File: src/rtl/count_sched_pkg.sv
// Shared types and default widths for the mode-counter run scheduler.
package count_sched_pkg;

  localparam int unsigned StepWDefault = 4;
  localparam int unsigned ModeWDefault = 2;

  typedef enum logic [1:0] {
    StIdle,
    StRun,
    StDone
  } state_e;

endpackage

File: src/rtl/count_mode_sched_if.sv
// Requester/counter-side signal bundle for count_mode_sched.
interface count_mode_sched_if #(
  parameter int unsigned STEP_W = count_sched_pkg::StepWDefault,
  parameter int unsigned MODE_W = count_sched_pkg::ModeWDefault
);

  logic              req0;
  logic              req1;
  logic [MODE_W-1:0] mode0;
  logic [MODE_W-1:0] mode1;
  logic [STEP_W-1:0] steps0;
  logic [STEP_W-1:0] steps1;
  logic              abort;
  logic              gnt0;
  logic              gnt1;
  logic [MODE_W-1:0] mode;
  logic              step_en;
  logic              owner;
  logic              busy;
  logic              done;
  logic              aborted;

  modport master (
    output req0, req1, mode0, mode1, steps0, steps1, abort,
    input  gnt0, gnt1, mode, step_en, owner, busy, done, aborted
  );

  modport slave (
    input  req0, req1, mode0, mode1, steps0, steps1, abort,
    output gnt0, gnt1, mode, step_en, owner, busy, done, aborted
  );

endinterface

File: src/rtl/rr_arb2.sv
// Two-input round-robin arbiter; the last-winner state lives in the parent.
module rr_arb2 (
  input  logic req0,
  input  logic req1,
  input  logic last,
  output logic win,
  output logic valid
);

  assign valid = req0 | req1;
  // On contention the requester that did not win last time goes first.
  assign win   = (req0 & req1) ? ~last : req1;

endmodule

File: src/rtl/count_mode_sched.sv
// Shares the ROM-driven mode counter between two requesters, granting
// round-robin and gating step_en for exactly the granted number of steps.
module count_mode_sched
  import count_sched_pkg::*;
#(
  parameter int unsigned STEP_W = StepWDefault,
  parameter int unsigned MODE_W = ModeWDefault
) (
  input  logic               clk,
  input  logic               res,
  count_mode_sched_if.slave  bus
);

  state_e            state_q, state_d;
  logic [MODE_W-1:0] mode_q, mode_d;
  logic [STEP_W-1:0] rem_q, rem_d;
  logic              owner_q, owner_d;
  logic              last_q, last_d;
  logic              aborted_q, aborted_d;

  logic              win, valid;
  logic              gnt0, gnt1, step_en, done;
  logic [STEP_W-1:0] win_steps;

  rr_arb2 u_arb (
    .req0  (bus.req0),
    .req1  (bus.req1),
    .last  (last_q),
    .win   (win),
    .valid (valid)
  );

  assign win_steps = win ? bus.steps1 : bus.steps0;

  always_comb begin
    state_d   = state_q;
    mode_d    = mode_q;
    rem_d     = rem_q;
    owner_d   = owner_q;
    last_d    = last_q;
    aborted_d = aborted_q;
    gnt0      = 1'b0;
    gnt1      = 1'b0;
    step_en   = 1'b0;
    done      = 1'b0;
    case (state_q)
      StIdle: begin
        if (valid) begin
          gnt0    = ~win;
          gnt1    = win;
          mode_d  = win ? bus.mode1 : bus.mode0;
          owner_d = win;
          last_d  = win;
          rem_d   = win_steps;
          state_d = (win_steps != '0) ? StRun : StDone;
        end
      end
      StRun: begin
        step_en = 1'b1;
        rem_d   = rem_q - STEP_W'(1);
        // Natural completion wins over a coincident abort.
        if (rem_q == STEP_W'(1)) begin
          state_d = StDone;
        end else if (bus.abort) begin
          state_d   = StDone;
          aborted_d = 1'b1;
        end
      end
      StDone: begin
        done      = 1'b1;
        aborted_d = 1'b0;
        state_d   = StIdle;
      end
      default: state_d = StIdle;
    endcase
  end

  always_ff @(posedge clk or posedge res) begin
    if (res) begin
      state_q   <= StIdle;
      mode_q    <= '0;
      rem_q     <= '0;
      owner_q   <= 1'b0;
      last_q    <= 1'b1;
      aborted_q <= 1'b0;
    end else begin
      state_q   <= state_d;
      mode_q    <= mode_d;
      rem_q     <= rem_d;
      owner_q   <= owner_d;
      last_q    <= last_d;
      aborted_q <= aborted_d;
    end
  end

  assign bus.gnt0    = gnt0;
  assign bus.gnt1    = gnt1;
  assign bus.mode    = mode_q;
  assign bus.step_en = step_en;
  assign bus.owner   = owner_q;
  assign bus.busy    = (state_q != StIdle);
  assign bus.done    = done;
  assign bus.aborted = aborted_q;

endmodule

File: src/flat_wrapper.sv
// flat-port wrapper written by rule: the top's interface ports become plain ports
module count_mode_sched_flat import count_sched_pkg::*;
#(
  parameter int unsigned STEP_W = StepWDefault,
  parameter int unsigned MODE_W = ModeWDefault
)
  (clk, res, bus_req0, bus_req1, bus_mode0, bus_mode1, bus_steps0, bus_steps1, bus_abort, bus_gnt0, bus_gnt1, bus_mode, bus_step_en, bus_owner, bus_busy, bus_done, bus_aborted);
  count_mode_sched_if #(.STEP_W(STEP_W), .MODE_W(MODE_W)) bus_i ();
  input  logic clk;
  input  logic res;
  input wire logic [$bits(bus_i.req0)-1:0] bus_req0;
  input wire logic [$bits(bus_i.req1)-1:0] bus_req1;
  input wire logic [$bits(bus_i.mode0)-1:0] bus_mode0;
  input wire logic [$bits(bus_i.mode1)-1:0] bus_mode1;
  input wire logic [$bits(bus_i.steps0)-1:0] bus_steps0;
  input wire logic [$bits(bus_i.steps1)-1:0] bus_steps1;
  input wire logic [$bits(bus_i.abort)-1:0] bus_abort;
  output wire logic [$bits(bus_i.gnt0)-1:0] bus_gnt0;
  output wire logic [$bits(bus_i.gnt1)-1:0] bus_gnt1;
  output wire logic [$bits(bus_i.mode)-1:0] bus_mode;
  output wire logic [$bits(bus_i.step_en)-1:0] bus_step_en;
  output wire logic [$bits(bus_i.owner)-1:0] bus_owner;
  output wire logic [$bits(bus_i.busy)-1:0] bus_busy;
  output wire logic [$bits(bus_i.done)-1:0] bus_done;
  output wire logic [$bits(bus_i.aborted)-1:0] bus_aborted;
  assign bus_i.req0 = bus_req0;
  assign bus_i.req1 = bus_req1;
  assign bus_i.mode0 = bus_mode0;
  assign bus_i.mode1 = bus_mode1;
  assign bus_i.steps0 = bus_steps0;
  assign bus_i.steps1 = bus_steps1;
  assign bus_i.abort = bus_abort;
  assign bus_gnt0 = bus_i.gnt0;
  assign bus_gnt1 = bus_i.gnt1;
  assign bus_mode = bus_i.mode;
  assign bus_step_en = bus_i.step_en;
  assign bus_owner = bus_i.owner;
  assign bus_busy = bus_i.busy;
  assign bus_done = bus_i.done;
  assign bus_aborted = bus_i.aborted;
  count_mode_sched #(.STEP_W(STEP_W), .MODE_W(MODE_W)) u_core (.clk(clk), .res(res), .bus(bus_i));
endmodule
File: config.mk
export PLATFORM = sky130hd
export DESIGN_NAME = count_mode_sched_flat
export DESIGN_NICKNAME = d
export VERILOG_FILES = /design/src/rtl/count_sched_pkg.sv /design/src/rtl/count_mode_sched_if.sv /design/src/rtl/rr_arb2.sv /design/src/rtl/count_mode_sched.sv /design/src/flat_wrapper.sv
export SDC_FILE = /design/constraint.sdc
export NUM_CORES = 1
export LEC_CHECK = 0
export ABC_CLOCK_PERIOD_IN_PS = 4100
export BUFFER_PORTS_ARGS = -buffer_cell sky130_fd_sc_hd__buf_2
export CAP_MARGIN = 10
export CORE_AREA = 2 2 40 42
export CTS_CLUSTER_DIAMETER = 30
export DETAILED_ROUTE_END_ITERATION = 8
export DIE_AREA = 0 0 42 44
export PLACE_DENSITY_LB_ADDON = 0.3
export SLEW_MARGIN = 20
export SYNTH_ARGS = -nofsm -noshare
export SYNTH_HDL_FRONTEND = slang
export SYNTH_SLANG_ARGS = --single-unit
File: constraint.sdc
create_clock -name clk -period 4.1 [get_ports clk]
set_input_delay 0.41 -clock clk [delete_from_list [all_inputs] [get_ports clk]]
set_output_delay 0.41 -clock clk [all_outputs]
set_load 0.005 [all_outputs]
== Yosys cells after proc, flatten, opt, wreduce, memory -nomap -nowiden ==
Index checks and enable logic that the tools add are counted.

* Eq/ne operators: 7
* Bitwise logic cells: 4
* $add $sub $neg: 1
* Mux-type cells: 19
* Reduce and logical (&&, ||, !) cells: 9

{| class="wikitable"
|+ Operator list
! operator !! count
|-
| 2-bit two-way mux || 5
|-
| 1-bit two-way mux || 9
|-
| 4-bit two-way mux || 2
|-
| 4-bit case mux with 2 select lines || 1
|-
| 2-bit != test (second input constant) || 3
|-
| 2-bit AND reduction || 3
|-
| 2-bit nonzero test || 3
|-
| 4-bit by 1-bit == test with 1-bit output (second input constant) || 1
|-
| 2-bit case mux with 2 select lines || 1
|-
| 4-bit nonzero test || 1
|-
| 4-bit by 1-bit subtractor with 4-bit output (second input constant) || 1
|-
| 3-bit by 2-bit != test with 1-bit output (second input constant) || 1
|-
| 3-bit AND reduction || 1
|-
| 2-bit by 1-bit == test with 1-bit output (second input constant) || 1
|-
| 2-bit == test (second input constant) || 1
|-
| 2-bit logical NOT || 1
|-
| 1-bit NOT || 2
|-
| 1-bit case mux with 2 select lines || 1
|-
| 1-bit AND || 1
|-
| 1-bit OR || 1
|}

* Output and inout bits: 9
* Flip-flop bits (word level): 11

== Depth between registers and ports, before layout ==
* Word-level depth: 7
* Depth in mapped cells: 5

== By module ==
A second synthesis with hierarchy kept.

* Cell total of the unflattened synthesis: 68
* Area total of the unflattened synthesis: 675.6 µm²

{| class="wikitable"
|+ Modules (own cells, without submodules)
! module !! seq. area each (µm²) !! instances !! area each (µm²) !! cells each
|-
| count_mode_sched || 276.5 || 1 || 661.9 || 66
|-
| rr_arb2 || 0.0 || 1 || 13.8 || 2
|}

== Worst setup path before layout ==
No wires, ideal clock.

* Kind: input to register
* Start point: input bus_req1
* End point: register u_core.rem_q[0]
* Path buffers: 0
* Setup slack: 2694 ps
* Stages: 3
* Arrival: 1283 ps
* Required time: 3977 ps
* Path through: a21boi_4 -> mux2_2 -> o221a_2

* Longest elaborated chain between the ends: 5
* Elaborated cells between the ends (all ways): 8
* Classes of those cells: 1 x eq/ne; 4 x mux; 2 x bitwise; 1 x reduce/logical

{| class="wikitable"
|+ RTL lines
! what !! RTL line !! RTL
|-
| start: declaration || flat_wrapper.sv:12 || <nowiki>input wire logic [$bits(bus_i.req1)-1:0] bus_req1;</nowiki>
|-
| 1-bit AND || rr_arb2.sv:12 || <nowiki>assign win = (req0 & req1) ? ~last : req1;</nowiki>
|-
| 1-bit two-way mux || rr_arb2.sv:12 ||
|-
| 4-bit two-way mux || count_mode_sched.sv:33 || <nowiki>assign win_steps = win ? bus.steps1 : bus.steps0;</nowiki>
|-
| 4-bit two-way mux || count_mode_sched.sv:48 || <nowiki>if (valid) begin</nowiki>
|-
| 4-bit case mux with 2 select lines || count_mode_sched.sv:46 || <nowiki>case (state_q)</nowiki>
|-
| end signal: assignment || count_mode_sched.sv:89 || <nowiki>rem_q <= rem_d;</nowiki>
|-
| end: declaration || count_mode_sched.sv:16 || <nowiki>logic [STEP_W-1:0] rem_q, rem_d;</nowiki>
|}

Several ways; a longest one is shown, not always the timed one. The select of a mux whose other input is x is not followed.
A chain may end at the register's enable or synchronous reset.

== Worst setup path in the final report ==
* Start point: register u_core.state_q[0]
* End point: output bus_gnt0

* Longest elaborated chain between the ends: 2

{| class="wikitable"
|+ RTL lines
! what !! RTL line !! RTL
|-
| start: declaration || count_mode_sched.sv:14 || <nowiki>state_e state_q, state_d;</nowiki>
|-
| start signal: assignment || count_mode_sched.sv:80 || <nowiki>state_q <= StIdle;</nowiki>
|-
| start signal: assignment || count_mode_sched.sv:87 || <nowiki>state_q <= state_d;</nowiki>
|-
| 2-bit logical NOT || count_mode_sched.sv:46 ||
|-
| 1-bit two-way mux || count_mode_sched.sv:46 ||
|-
| end: declaration || flat_wrapper.sv:18 || <nowiki>output wire logic [$bits(bus_i.gnt0)-1:0] bus_gnt0;</nowiki>
|}

Every way passes these cells.

==> results.sh <==
export IMPL_outcome="complete, no violations"
export IMPL_clock_sinks=11
export IMPL_antenna_found_initial=0
export IMPL_p_per_area_nw_per_um2=670.8
export IMPL_skew_ns=0.006870
export IMPL_ys_warn_count=0
export IMPL_grt_max_degree=12
export IMPL_finalSetupViolations=0
export IMPL_slew_headroom_pct=71.78
export IMPL_viasPerCell=5.804
export IMPL_syn_area_sq_um=654.4
export IMPL_drc=0
export IMPL_final_common_cell="buf_2"
export IMPL_syn_avg_cell_area_sq_um=10.55
export IMPL_worstPathRequired_ns=3.69
export IMPL_die_w_um=42
export IMPL_crit_type="register to output pin"
export IMPL_ir_worst_vdd_uv=409.9
export IMPL_fin_crit_sh_pct=47.97
export IMPL_whs_ns=0.1229
export IMPL_max_freq_ghz=0.5085
export IMPL_tightest_slew_ns=0.4189
export IMPL_cts_buffer_depth=2
export IMPL_diodes=0
export IMPL_cts_root_buf="clkbuf_4"
export IMPL_fill_cells=123
export IMPL_total_power_uw=554.0
export IMPL_area_growth_pct=26.19
export IMPL_grt_pass1_wl_mm=2.532
export IMPL_die_height_um=44
export IMPL_cpMaxStageDelayCell="dfrtp_1"
export IMPL_worst_r2r_setup_slack_ns=2.58
export IMPL_min_period_ns=1.967
export IMPL_grt_usage_pct=18.58
export IMPL_port_buffers=25
export IMPL_core_area_sq_um=1419
export IMPL_cp_common_cell="nor2_1"
export IMPL_cts_resized=0
export IMPL_drt_total_wl_mm=1.548
export IMPL_drv_slew=0
export IMPL_clk_latency_ns=0.27
export IMPL_cts_hold_repair_buffers=0
export IMPL_grt_pass1_vias=590
export IMPL_die_area_sq_um=1848
export IMPL_hp_class="primary input to asynchronous set/reset pin"
export IMPL_synth_cell_types=29
export IMPL_io_pins=26
export IMPL_synth_top_cell_by_area="dfrtp_1"
export IMPL_ant_nets=0
export IMPL_postCtsSetupRepairBufs=0
export IMPL_hold_viol=0
export IMPL_synthTopCellsByArea="dfrtp_1 (38%), mux2_2 (10%), inv_1 (4.6%)"
export IMPL_timing_rr_start="u_core.state_q[0]"
export IMPL_drive_gt1_share_pct=43.96
export IMPL_critPathArrivalTime_ns=1.56
export IMPL_mostFrequentLayoutCells="buf_2 (25), dfrtp_1 (10), inv_1 (8)"
export IMPL_p_leak_uw=0.0004170
export IMPL_rsz0062_at_grt="no"
export IMPL_fin_setup_tns_ns=0
export IMPL_cts_buffers=3
export IMPL_drt_first_pass_iters=4
export IMPL_clkTransAtPathRegs_ns=0.07
export IMPL_htreeDepth=1
export IMPL_wl_per_cell_um=14.47
export IMPL_fin_cells=107
export IMPL_reg2regPathDepth=3
export IMPL_maxCapViolations=0
export IMPL_vias=621
export IMPL_synth_nets=81
export IMPL_synth_seq_cells=11
export IMPL_place_congestion=0.8880
export IMPL_row_count=14
export IMPL_critPathMaxFanout=7
export IMPL_start_util_pct=46.12
export IMPL_netlist_instances=62
export IMPL_critPathMaxStageDelay_ns=0.45
export IMPL_synth_top_area_share_pct=38.24
export IMPL_crit_path_end_kind="output pin"
export IMPL_initialDrtViolationCount=17
export IMPL_worst_r2r_endpoint="u_core.bus.mode[0]"
export IMPL_yosysSeqAreaShare_pct=42.26
export IMPL_startpoint_type="register"
export IMPL_cts_tree="done"
export IMPL_dp_cells=103
export IMPL_finish_net_count=111
export IMPL_path_cells="nor2_1, o21ai_0, nor2_1, buf_2"
export IMPL_grt_overflow_total=0
## synthesized netlist by cell type (all sizes together)
cell type	instances
mux2i	2
nor4	2
a21boi	1
o21a	1
a21oi	1
nor2b	1
o221ai	1
o22ai	2
dfrtp	10
ha	2
or2b	1
o21ai	3
a32oi	1
a222oi	2
nor2	3
nand3b	1
a21o	1
mux2	6
and2b	1
inv	8
o221a	2
nand2	1
o311a	1
a31oi	2
dfstp	1
and2	1
nand2b	1
or2	1
nor3	2
## state kept, by name, indices dropped and copies added (netlist names)
name,flops
u_core.bus.owner,1
u_core.rem_q,4
u_core.last_q,1
u_core.state_q,2
u_core.bus.aborted,1
u_core.bus.mode,2
## where the power goes
part / switching, uW / internal (uW) / total, uW
Sequential: 52.0 / 168 / 220
Clock: 36.2 / 37.7 / 73.9
Combinational: 128 / 133 / 261
Total: 216 / 338 / 554
## routing by layer
metal,global-route usage [%],wire length (um)
met1,20.26,625
met5,0,0
met2,34.38,822
met3,4.583,77
met4,7.742,22
## kinds of logic after synthesis
family / Yosys count / synth area share (%)
compound gates: 18 / 22.75
simple gates: 15 / 13.20
flops: 11 / 42.26
buf+inv: 8 / 4.589
mux: 8 / 13.38
fa+ha+maj: 2 / 3.823
## worst max-delay path, delay by kind of cell (launching register included)
| kind | cells | cell delay (ns) |
|---|---|---|
| AOI/OAI and AO/OA | 1 | 0.27 |
| buffers and inverters | 1 | 0.11 |
| DFF | 1 | 0.45 |
| and+or+nand+nor | 2 | 0.46 |
## worst max path at each step
stage | from | end | slack [ns] | depth (start not counted)
after floorplan | bus_req1 | u_core.rem_q[0] | 2.69 | 3
after global placement | bus_req1 | u_core.rem_q[0] | 2.43 | 4
after detailed placement | bus_req1 | u_core.rem_q[0] | 2.42 | 4
after CTS | u_core.state_q[0] | bus_gnt0 | 2.16 | 4
after global routing | u_core.state_q[0] | bus_gnt0 | 1.95 | 4
final | u_core.state_q[0] | bus_gnt0 | 2.13 | 4
## cell type report
type	instances	area (sq um)	share of cell area (%)
tap	16	20.02	2.424
inverter	8	30.03	3.636
sequential	11	276.5	33.48
multi-input combinational	43	347.8	42.12
clock buffer	4	26.28	3.182
timing repair buffer	25	125.1	15.15
## stage by stage
stage	instance area, sq um	utilization, %	setup WS (ns)
floorplan	654.4	-	2.694
global placement	799.5	56.35	2.433
detailed placement	799.5	56.35	2.420
CTS	825.8	58.20	2.155
global route	825.8	58.20	1.952
finish	825.8	58.20	2.133
Note: power is estimated with default switching activity, not from simulation.
